<file path="config.mk">
export PLATFORM = sky130hd
export DESIGN_NAME = uart_receiver
export DESIGN_NICKNAME = d
export VERILOG_FILES = /design/src/rtl/uart_pkg.sv /design/src/rtl/uart_sync.sv /design/src/rtl/uart_receiver.sv
export SDC_FILE = /design/constraint.sdc
export NUM_CORES = 1
export LEC_CHECK = 0
export ABC_AREA = 1
export BUFFER_PORTS_ARGS = -buffer_cell sky130_fd_sc_hd__buf_2
export CORE_MARGIN = 1.5
export CORE_UTILIZATION = 34
export CTS_CLUSTER_SIZE = 20
export DETAILED_ROUTE_END_ITERATION = 16
export SETUP_SLACK_MARGIN = 0.05
export SLEW_MARGIN = 20
export SYNTH_ARGS = -nofsm -noshare
export SYNTH_HDL_FRONTEND = slang
export SYNTH_HIERARCHICAL = 1
export SYNTH_SLANG_ARGS = --single-unit
</file>
<file path="constraint.sdc">
create_clock -name baud_clk -period 1.7 [get_ports baud_clk]
set_input_delay 0.34 -clock baud_clk [delete_from_list [all_inputs] [get_ports baud_clk]]
set_output_delay 0.34 -clock baud_clk [all_outputs]
set_load 0.1 [all_outputs]
</file>
<file path="src/rtl/uart_pkg.sv">
// Shared UART definitions: receiver state encoding and link defaults common to RX and TX.
package uart_pkg;

    typedef enum logic [2:0] {
        S_IDLE    = 3'd0,
        S_START   = 3'd1,
        S_DATA    = 3'd2,
        S_STOP    = 3'd3,
        S_RECOVER = 3'd4
    } uart_rx_state_t;

    localparam int UART_DATA_BITS  = 8;
    localparam int UART_OVERSAMPLE = 16;

endpackage

</file>
<file path="src/rtl/uart_sync.sv">
// Multi-flop synchronizer for the asynchronous rx line; resets to 1 (idle line level).
module uart_sync #(
    parameter int STAGES = 2
) (
    input  logic baud_clk,
    input  logic reset_n,
    input  logic d,
    output logic q
);

    logic [STAGES-1:0] sync_r;

    // Shift the raw line through the synchronizer chain; reset to idle-high.
    always_ff @(posedge baud_clk or negedge reset_n) begin
        if (!reset_n) begin
            sync_r <= {STAGES{1'b1}};
        end else begin
            sync_r <= {sync_r[STAGES-2:0], d};
        end
    end

    assign q = sync_r[STAGES-1];

endmodule

</file>
<file path="src/rtl/uart_receiver.sv">
// Oversampling UART receiver: start-bit qualification, LSB-first data capture, stop-bit
// check, and a valid/ack holding register with framing-error and overrun reporting.
module uart_receiver
    import uart_pkg::*;
#(
    parameter int DATA_BITS   = UART_DATA_BITS,
    parameter int OVERSAMPLE  = UART_OVERSAMPLE,
    parameter int SYNC_STAGES = 2
) (
    input  logic                 baud_clk,
    input  logic                 reset_n,
    input  logic                 rx,
    input  logic                 rx_ack,
    output logic [DATA_BITS-1:0] rx_data,
    output logic                 rx_valid,
    output logic                 frame_error,
    output logic                 rx_overrun,
    output logic                 busy
);

    localparam int TICK_W = $clog2(OVERSAMPLE);
    localparam int IDX_W  = (DATA_BITS > 1) ? $clog2(DATA_BITS) : 1;

    // Mid start bit is half a bit after the falling edge; mid data/stop bits are a full bit apart.
    localparam logic [TICK_W-1:0] TICK_MID  = TICK_W'(OVERSAMPLE / 2 - 1);
    localparam logic [TICK_W-1:0] TICK_LAST = TICK_W'(OVERSAMPLE - 1);
    localparam logic [IDX_W-1:0]  IDX_LAST  = IDX_W'(DATA_BITS - 1);

    logic                 rx_s;
    uart_rx_state_t       state_r;
    logic [TICK_W-1:0]    tick_r;
    logic [IDX_W-1:0]     bit_idx_r;
    logic [DATA_BITS-1:0] shift_r;
    logic                 busy_r;
    logic                 frame_error_r;
    logic                 deliver_r;
    logic [DATA_BITS-1:0] rx_data_r;
    logic                 rx_valid_r;
    logic                 rx_overrun_r;

    uart_sync #(
        .STAGES (SYNC_STAGES)
    ) u_sync (
        .baud_clk (baud_clk),
        .reset_n  (reset_n),
        .d        (rx),
        .q        (rx_s)
    );

    // Frame FSM: walks each bit period on the tick counter and flags delivery or framing error.
    always_ff @(posedge baud_clk or negedge reset_n) begin
        if (!reset_n) begin
            state_r       <= S_IDLE;
            tick_r        <= '0;
            bit_idx_r     <= '0;
            shift_r       <= '0;
            busy_r        <= 1'b0;
            frame_error_r <= 1'b0;
            deliver_r     <= 1'b0;
        end else begin
            frame_error_r <= 1'b0;
            deliver_r     <= 1'b0;
            case (state_r)
                S_IDLE: begin
                    tick_r <= '0;
                    if (!rx_s) begin
                        state_r <= S_START;
                        busy_r  <= 1'b1;
                    end else begin
                        busy_r  <= 1'b0;
                    end
                end
                S_START: begin
                    if (tick_r == TICK_MID) begin
                        tick_r <= '0;
                        if (rx_s) begin
                            // Line went back high: a glitch, not a start bit.
                            state_r <= S_IDLE;
                            busy_r  <= 1'b0;
                        end else begin
                            state_r   <= S_DATA;
                            bit_idx_r <= '0;
                        end
                    end else begin
                        tick_r <= tick_r + TICK_W'(1);
                    end
                end
                S_DATA: begin
                    if (tick_r == TICK_LAST) begin
                        tick_r             <= '0;
                        shift_r[bit_idx_r] <= rx_s;
                        if (bit_idx_r == IDX_LAST) begin
                            state_r <= S_STOP;
                        end else begin
                            bit_idx_r <= bit_idx_r + IDX_W'(1);
                        end
                    end else begin
                        tick_r <= tick_r + TICK_W'(1);
                    end
                end
                S_STOP: begin
                    if (tick_r == TICK_LAST) begin
                        tick_r <= '0;
                        busy_r <= 1'b0;
                        if (rx_s) begin
                            // Returning to IDLE mid stop bit lets a back-to-back frame be caught.
                            state_r   <= S_IDLE;
                            deliver_r <= 1'b1;
                        end else begin
                            state_r       <= S_RECOVER;
                            frame_error_r <= 1'b1;
                        end
                    end else begin
                        tick_r <= tick_r + TICK_W'(1);
                    end
                end
                S_RECOVER: begin
                    // A held-low break must end before a new start bit can be recognised.
                    tick_r <= '0;
                    if (rx_s) begin
                        state_r <= S_IDLE;
                    end else begin
                        state_r <= S_RECOVER;
                    end
                end
                default: begin
                    state_r <= S_IDLE;
                    tick_r  <= '0;
                    busy_r  <= 1'b0;
                end
            endcase
        end
    end

    // Consumer handshake: hold the byte until acked, record drops while the holder is full.
    always_ff @(posedge baud_clk or negedge reset_n) begin
        if (!reset_n) begin
            rx_data_r    <= '0;
            rx_valid_r   <= 1'b0;
            rx_overrun_r <= 1'b0;
        end else if (deliver_r) begin
            if (!rx_valid_r || rx_ack) begin
                rx_data_r  <= shift_r;
                rx_valid_r <= 1'b1;
            end else begin
                rx_overrun_r <= 1'b1;
            end
        end else if (rx_ack && rx_valid_r) begin
            rx_valid_r   <= 1'b0;
            rx_overrun_r <= 1'b0;
        end else begin
            rx_valid_r   <= rx_valid_r;
            rx_overrun_r <= rx_overrun_r;
        end
    end

    assign rx_data     = rx_data_r;
    assign rx_valid    = rx_valid_r;
    assign frame_error = frame_error_r;
    assign rx_overrun  = rx_overrun_r;
    assign busy        = busy_r;

endmodule

</file>
---- Yosys cells after proc, flatten, opt, wreduce, memory -nomap -nowiden ----
Index checks and enable logic that the tools add are counted.
W data, S select, Z words.
word-level totals
  register bits after elaboration ......... 33
  bits in latches ......................... 0
  bits in writable memories ............... 0
  memory bits (read-only) ................. 0
  bits of input ports ..................... 4
  output and inout port bits .............. 12
  logic and storage cells ................. 83
  memories ................................ 0
cells by class
  add/subtract/negate cells ............... 2
  multipliers ............................. 0
  divide/modulo/power cells ............... 0
  order comparisons ....................... 2
  equal/unequal tests ..................... 17
  shift-type cells ........................ 0
  muxes and demuxes ....................... 34
  bitwise operators ....................... 1
  reductions and logical operators ........ 16
operators by type and width
  operator               number
  $mux W3                10
  $ne A2 B2 Y1 const B   8
  $mux W1                15
  $pmux W3 S5            1
  $reduce_and A5 Y1      2
  $bwmux W8              1
  $mux W4                2
  $pmux W4 S2            1
  $reduce_and A2 Y1      4
  $eq A3 B2 Y1 const B   2
  $eq A3 B3 Y1 const B   2
  $pmux W3 S2            1
  $add A4 B1 Y4 const B  1
  $eq A4 B3 Y1 const B   1
  $eq A4 B4 Y1 const B   1
  $lt A3 B4 Y1 const B   1
  $ne A2 B1 Y1 const B   2
  $pmux W1 S4            1
  $reduce_and A4 Y1      1
  $reduce_bool A2 Y1     2
  $reduce_or A2 Y1       2
  $add A3 B1 Y3 const B  1
  $demux W1 S3           1
  $eq A3 B1 Y1 const B   1
  other kinds (7)        8

---- Depth between registers and ports, before layout ----
  depth after elaboration ................. 5
  mapped depth ............................ 9
  gate-level depth less buffers ........... 9

---- By module ----
The synthesis kept the hierarchy.
by module, submodules not included
  module         times used  cells an instance  area an instance (um^2)  seq. area each (um^2)
  uart_receiver  1           174                1462.7                   775.7
  uart_sync      1           2                  52.6                     52.6

---- Least setup slack after synthesis ----
No wires, ideal clock.
  path type ............................... flip-flop to flip-flop
  from .................................... register rx_valid_r, in the netlist rx_valid
  to ...................................... register rx_data_r[0], in the netlist rx_data[0]
  library setup time ...................... 67 ps
  data arrival time ....................... 1673 ps
  data required time ...................... 1633 ps
  setup slack ............................. -40 ps
  stages on the path, launching flop included .. 7
  path buffers ............................ 0
  period minus slack after synthesis ...... 1740 ps
  path through ............................ dfrtp_1 -> inv_1 -> nor2_1 -> clkinv_1 -> nand2_2 -> nand2_1 -> nand2_1
on the way
  word-level cells in the longest chain between the ends .. 3
RTL lines
  element                      RTL line              RTL
  start, declared              uart_receiver.sv:38   logic rx_valid_r;
  start signal, assigned       uart_receiver.sv:152  rx_valid_r <= rx_valid_r;
  $logic_not A1 Y1             uart_receiver.sv:142  if (!rx_valid_r || rx_ack) begin
  $logic_or A1 B1 Y1           uart_receiver.sv:142
  $reduce_and A2 Y1 (no line)  --
  end signal, assigned         uart_receiver.sv:143  rx_data_r <= shift_r;
  end, declared                uart_receiver.sv:37   logic [DATA_BITS-1:0] rx_data_r;
Every way passes these cells.
A chain may end at the register's enable or synchronous reset.

---- Final worst setup path ----
  from .................................... register bit_idx_r[0]
  to ...................................... register bit_idx_r[0]
on the way
  word-level cells in the longest chain between the ends .. 4
  elaborated cells between the ends (all ways) .. 7
  those cells by class .................... add/sub: 1; eq/ne: 2; mux: 3; reduce/logical: 1
RTL lines
  element                 RTL line             RTL
  start, declared         uart_receiver.sv:32  logic [IDX_W-1:0] bit_idx_r;
  start signal, assigned  uart_receiver.sv:95  bit_idx_r <= bit_idx_r + IDX_W'(1);
  $add A3 B1 Y3           uart_receiver.sv:95
  $mux W3                 uart_receiver.sv:92  if (bit_idx_r == IDX_LAST) begin
  $mux W3                 uart_receiver.sv:89  if (tick_r == TICK_LAST) begin
  $pmux W3 S2             uart_receiver.sv:63  case (state_r)
Parallel ways exist; a longest one is shown, timed or not. The select of a mux whose other input is x is not followed.

==> reports/metrics.yaml <==
outcome: "completed"
proportion_of_netlist_area_held_by_the_largest_area_contributor: 0.512
power_frac_clock: 0.257
tritoncts_num_sinks: 33
tritoncts: "built"
num_rows: 24
gr-usage-all-layers: 0.136
power.static_leakage_nw: 0.913
post_synth_num_cell_types: 22
netlist_area_mm2: 0.00152
detail_route.drc_violations: 0
top_count_cell_post_synth: "nand2_1"
rsz_0062_raised_after_global_routing: "false"
grt_antenna_before_repair: 0
net_switching_component_of_the_power_uw: 912
largest_driver_fanout_on_the_critical_path: 6
startpoint_class_of_the_critical_path: "flip-flop"
worstSetupEndpointType: "flip-flop"
timing.final.max_slew_violations: 0
instances_no_fill: 253
dpl_worst_slack_ns: 0.268
syn_nets: 183
number_of_filler_cells_placed_in_the_layout: 452
finalCriticalPeriod_ns: 1.44
design_area_mm2: 0.00177
grt_pass1_vias: 1152
synth_edf_count: 0
critical-path-top-cell-by-count: "nand2_1"
cts-htree-levels: 2
die-width_um: 69.8
place_congestion: 0.868
final_layout_size_suffix_gt1_frac: 0.224
vias: 1184
ant_nets: 0
final_hold_viol_count: 0
finalCoreUtilization: 0.409
cp_data_arrival_time_ns: 1.64
starting_drc_count_in_detailed_routing: 35
timing.critical_path.slowest_cell_delay_ns: 0.44
intPower_mw: 1.37
fp.dieArea_mm2: 0.00487
placedCellCount: 244
power_density_relative_to_cell_area_mw_per_mm2: 1290
pin_count: 16
routed_wire_length_per_instance_um: 10.9
cell_family_with_the_largest_share_of_critical_path_delay: "flip-flops"
comb_power_share: 0.316
number_of_clock_buffers_inserted_by_tritoncts: 5
synth.largest_area_cell: "dfrtp_1"
tightest_slew_ns: 0.486
clk_pin_slew_worst_paths_ns: 0.07
first_pass_grt_wire_length_um: 5160
hpwl_um: 1990
worstSkewPairLatency_ns: 0.30
cp_data_required_time_ns: 1.89
tightest_slew_margin_relative_to_the_limit: 0.678
postRouteWirelength_um: 2760
global_route.overflow_total: 0
placedInstanceArea_mm2: 0.00167
max_freq_mhz: 692
finalWorstSetupSlack_ns: 0.255
fin_skew_ns: 0.00487
core_area_mm2: 0.00432
drt_pre_antenna_iters: 4
peakVddDrop_mv: 0.719
largest_net_degree_at_the_start_of_global_routing: 20
place.port_buffers: 15
die_h_um: 69.8
initial_core_util: 0.350
seq_power_share: 0.426
yosys_most_used_dff: "dfrtp_1"
switching_share: 0.399
num_antenna_cells: 0
ys_seq_area_frac: 0.547
post_cts_setup_inserts: 0
maxCapViolCount: 0
cp_num_buf_inv: 1
synth_seq_cells: 33
tns_ns: 0
num-nets-final: 207
hold_path_class: "input port to flip-flop"
cts.path.max_buffers: 2
postSynthCellCount: 176
layout-area-overhead-vs-synth_pct: 16.7
cts.root.buffer_cell: "clkbuf_8"
asyncSetResetFlopFracSynth: 1.00
post_drt_via_cell_ratio: 4.68
setup_viol: 0
post_synth.cell_area_avg_um2: 8.61
portion_of_the_clock_cycle_consumed_by_the_worst_path_in_the_final_layout: 0.850
post_cts_hold_buffer_count: 1
timing.setup.critical_path_class: "flip-flop to flip-flop"
synth_area_leaders: "dfrtp_1 (51%), nand2_1 (12%), nand3_1 (7.6%), inv_1 (3.7%), dfstp_2 (3.5%)"
synthesis_warnings: 6
post_cts_resized: 0
post_synth_most_frequent_cells: "nand2_1 (50), dfrtp_1 (31), nand3_1 (23)"
cp_slowest_cell: "dfrtp_1"
cp_cell_sequence: "ha_1 -> ha_1 -> inv_1 -> nand3_1 -> nand2_1 -> nand2_2 -> nand2_1 -> nand2_1"
## cell type report
type                       count  area, um2  share of cell area
sequential                    33        830               0.469
multi-input combinational    123        611               0.345
timing repair buffer          19        108              0.0609
clock buffer                   5       68.8              0.0389
inverter                      18       68.8              0.0389
tap                           52       65.1              0.0368
clock inverter                 3       17.5             0.00991
## state kept, by name, summed over array words and instances, names as in the netlist, 2 cells and up
name,cells
tick_r,4
shift_r,8
bit_idx_r,3
state_r,3
rx_data,8
u_sync/sync_r,2
## final timing paths
kind	to	cells past startpoint	slack (ns)	from
setup / recovery	bit_idx_r[0]	8	0.26	bit_idx_r[0]
hold / removal	u_sync/sync_r[0]	1	0.14	rx
setup reg to reg	bit_idx_r[0]	8	0.26	bit_idx_r[0]
hold reg to reg	u_sync/sync_r[1]	0	0.36	u_sync/sync_r[0]
max in group asynchronous	u_sync/sync_r[0]	3	0.62	reset_n
min in group asynchronous	rx_data[5]	2	0.51	reset_n
## cells in the final DEF, fill, tap and decap left out
cell type / count
buf_2: 15
buf_4: 3
clkbuf_8: 5
clkinv_1: 1
clkinv_2: 3
clkinvlp_4: 1
dfrtp_1: 30
dfrtp_2: 1
dfstp_2: 2
dlygate4sd3_1: 1
ha_1: 3
inv_1: 15
inv_2: 1
nand2_1: 50
nand2_2: 4
nand3_1: 23
nand3_2: 1
nand3b_1: 2
nand4_1: 2
nor2_1: 12
nor2_2: 6
nor2_4: 3
nor3_1: 3
nor3b_1: 1
o21ai_0: 4
o21ai_1: 8
xor2_1: 1
## power groups by stage
stage / clock network, mW / logic [mW] / registers, mW
after global placement: 0 / 0.722 / 0.985
final: 0.588 / 0.723 / 0.975
after global routing: 0.632 / 0.836 / 0.992
after floorplan: 0 / 0.488 / 1.07
after CTS: 0.607 / 0.729 / 0.975
after detailed placement: 0 / 0.725 / 0.988
## metal layers
layer  track usage  up-vias  wire length (um)
li1              -      616                 -
met1         0.172      538              1340
met5             0        -                 0
met3        0.0363        9               111
met2         0.199       21              1210
met4         0.103        0                98
## through the flow
step                      hold WS, ns  power [mW]
after floorplan                0.0444        1.56
after global placement          0.299        1.71
after detailed placement        0.295        1.71
after CTS                       0.131        2.31
after global routing            0.135        2.46
final                           0.139        2.29
## kinds of logic (layout without fill, tap and decap cells)
kind of cell | after synthesis | in the layout | synth area share
AOI/OAI and AO/OA | 12 | 12 | 0.0396
xor gates and xnor gates | 1 | 1 | 0.00578
adders and majority gates | 3 | 3 | 0.0248
buffers and inverters | 20 | 45 | 0.0504
DFF | 33 | 33 | 0.547
and+or+nand+nor | 107 | 107 | 0.333
(Power assumes the default switching activity.)
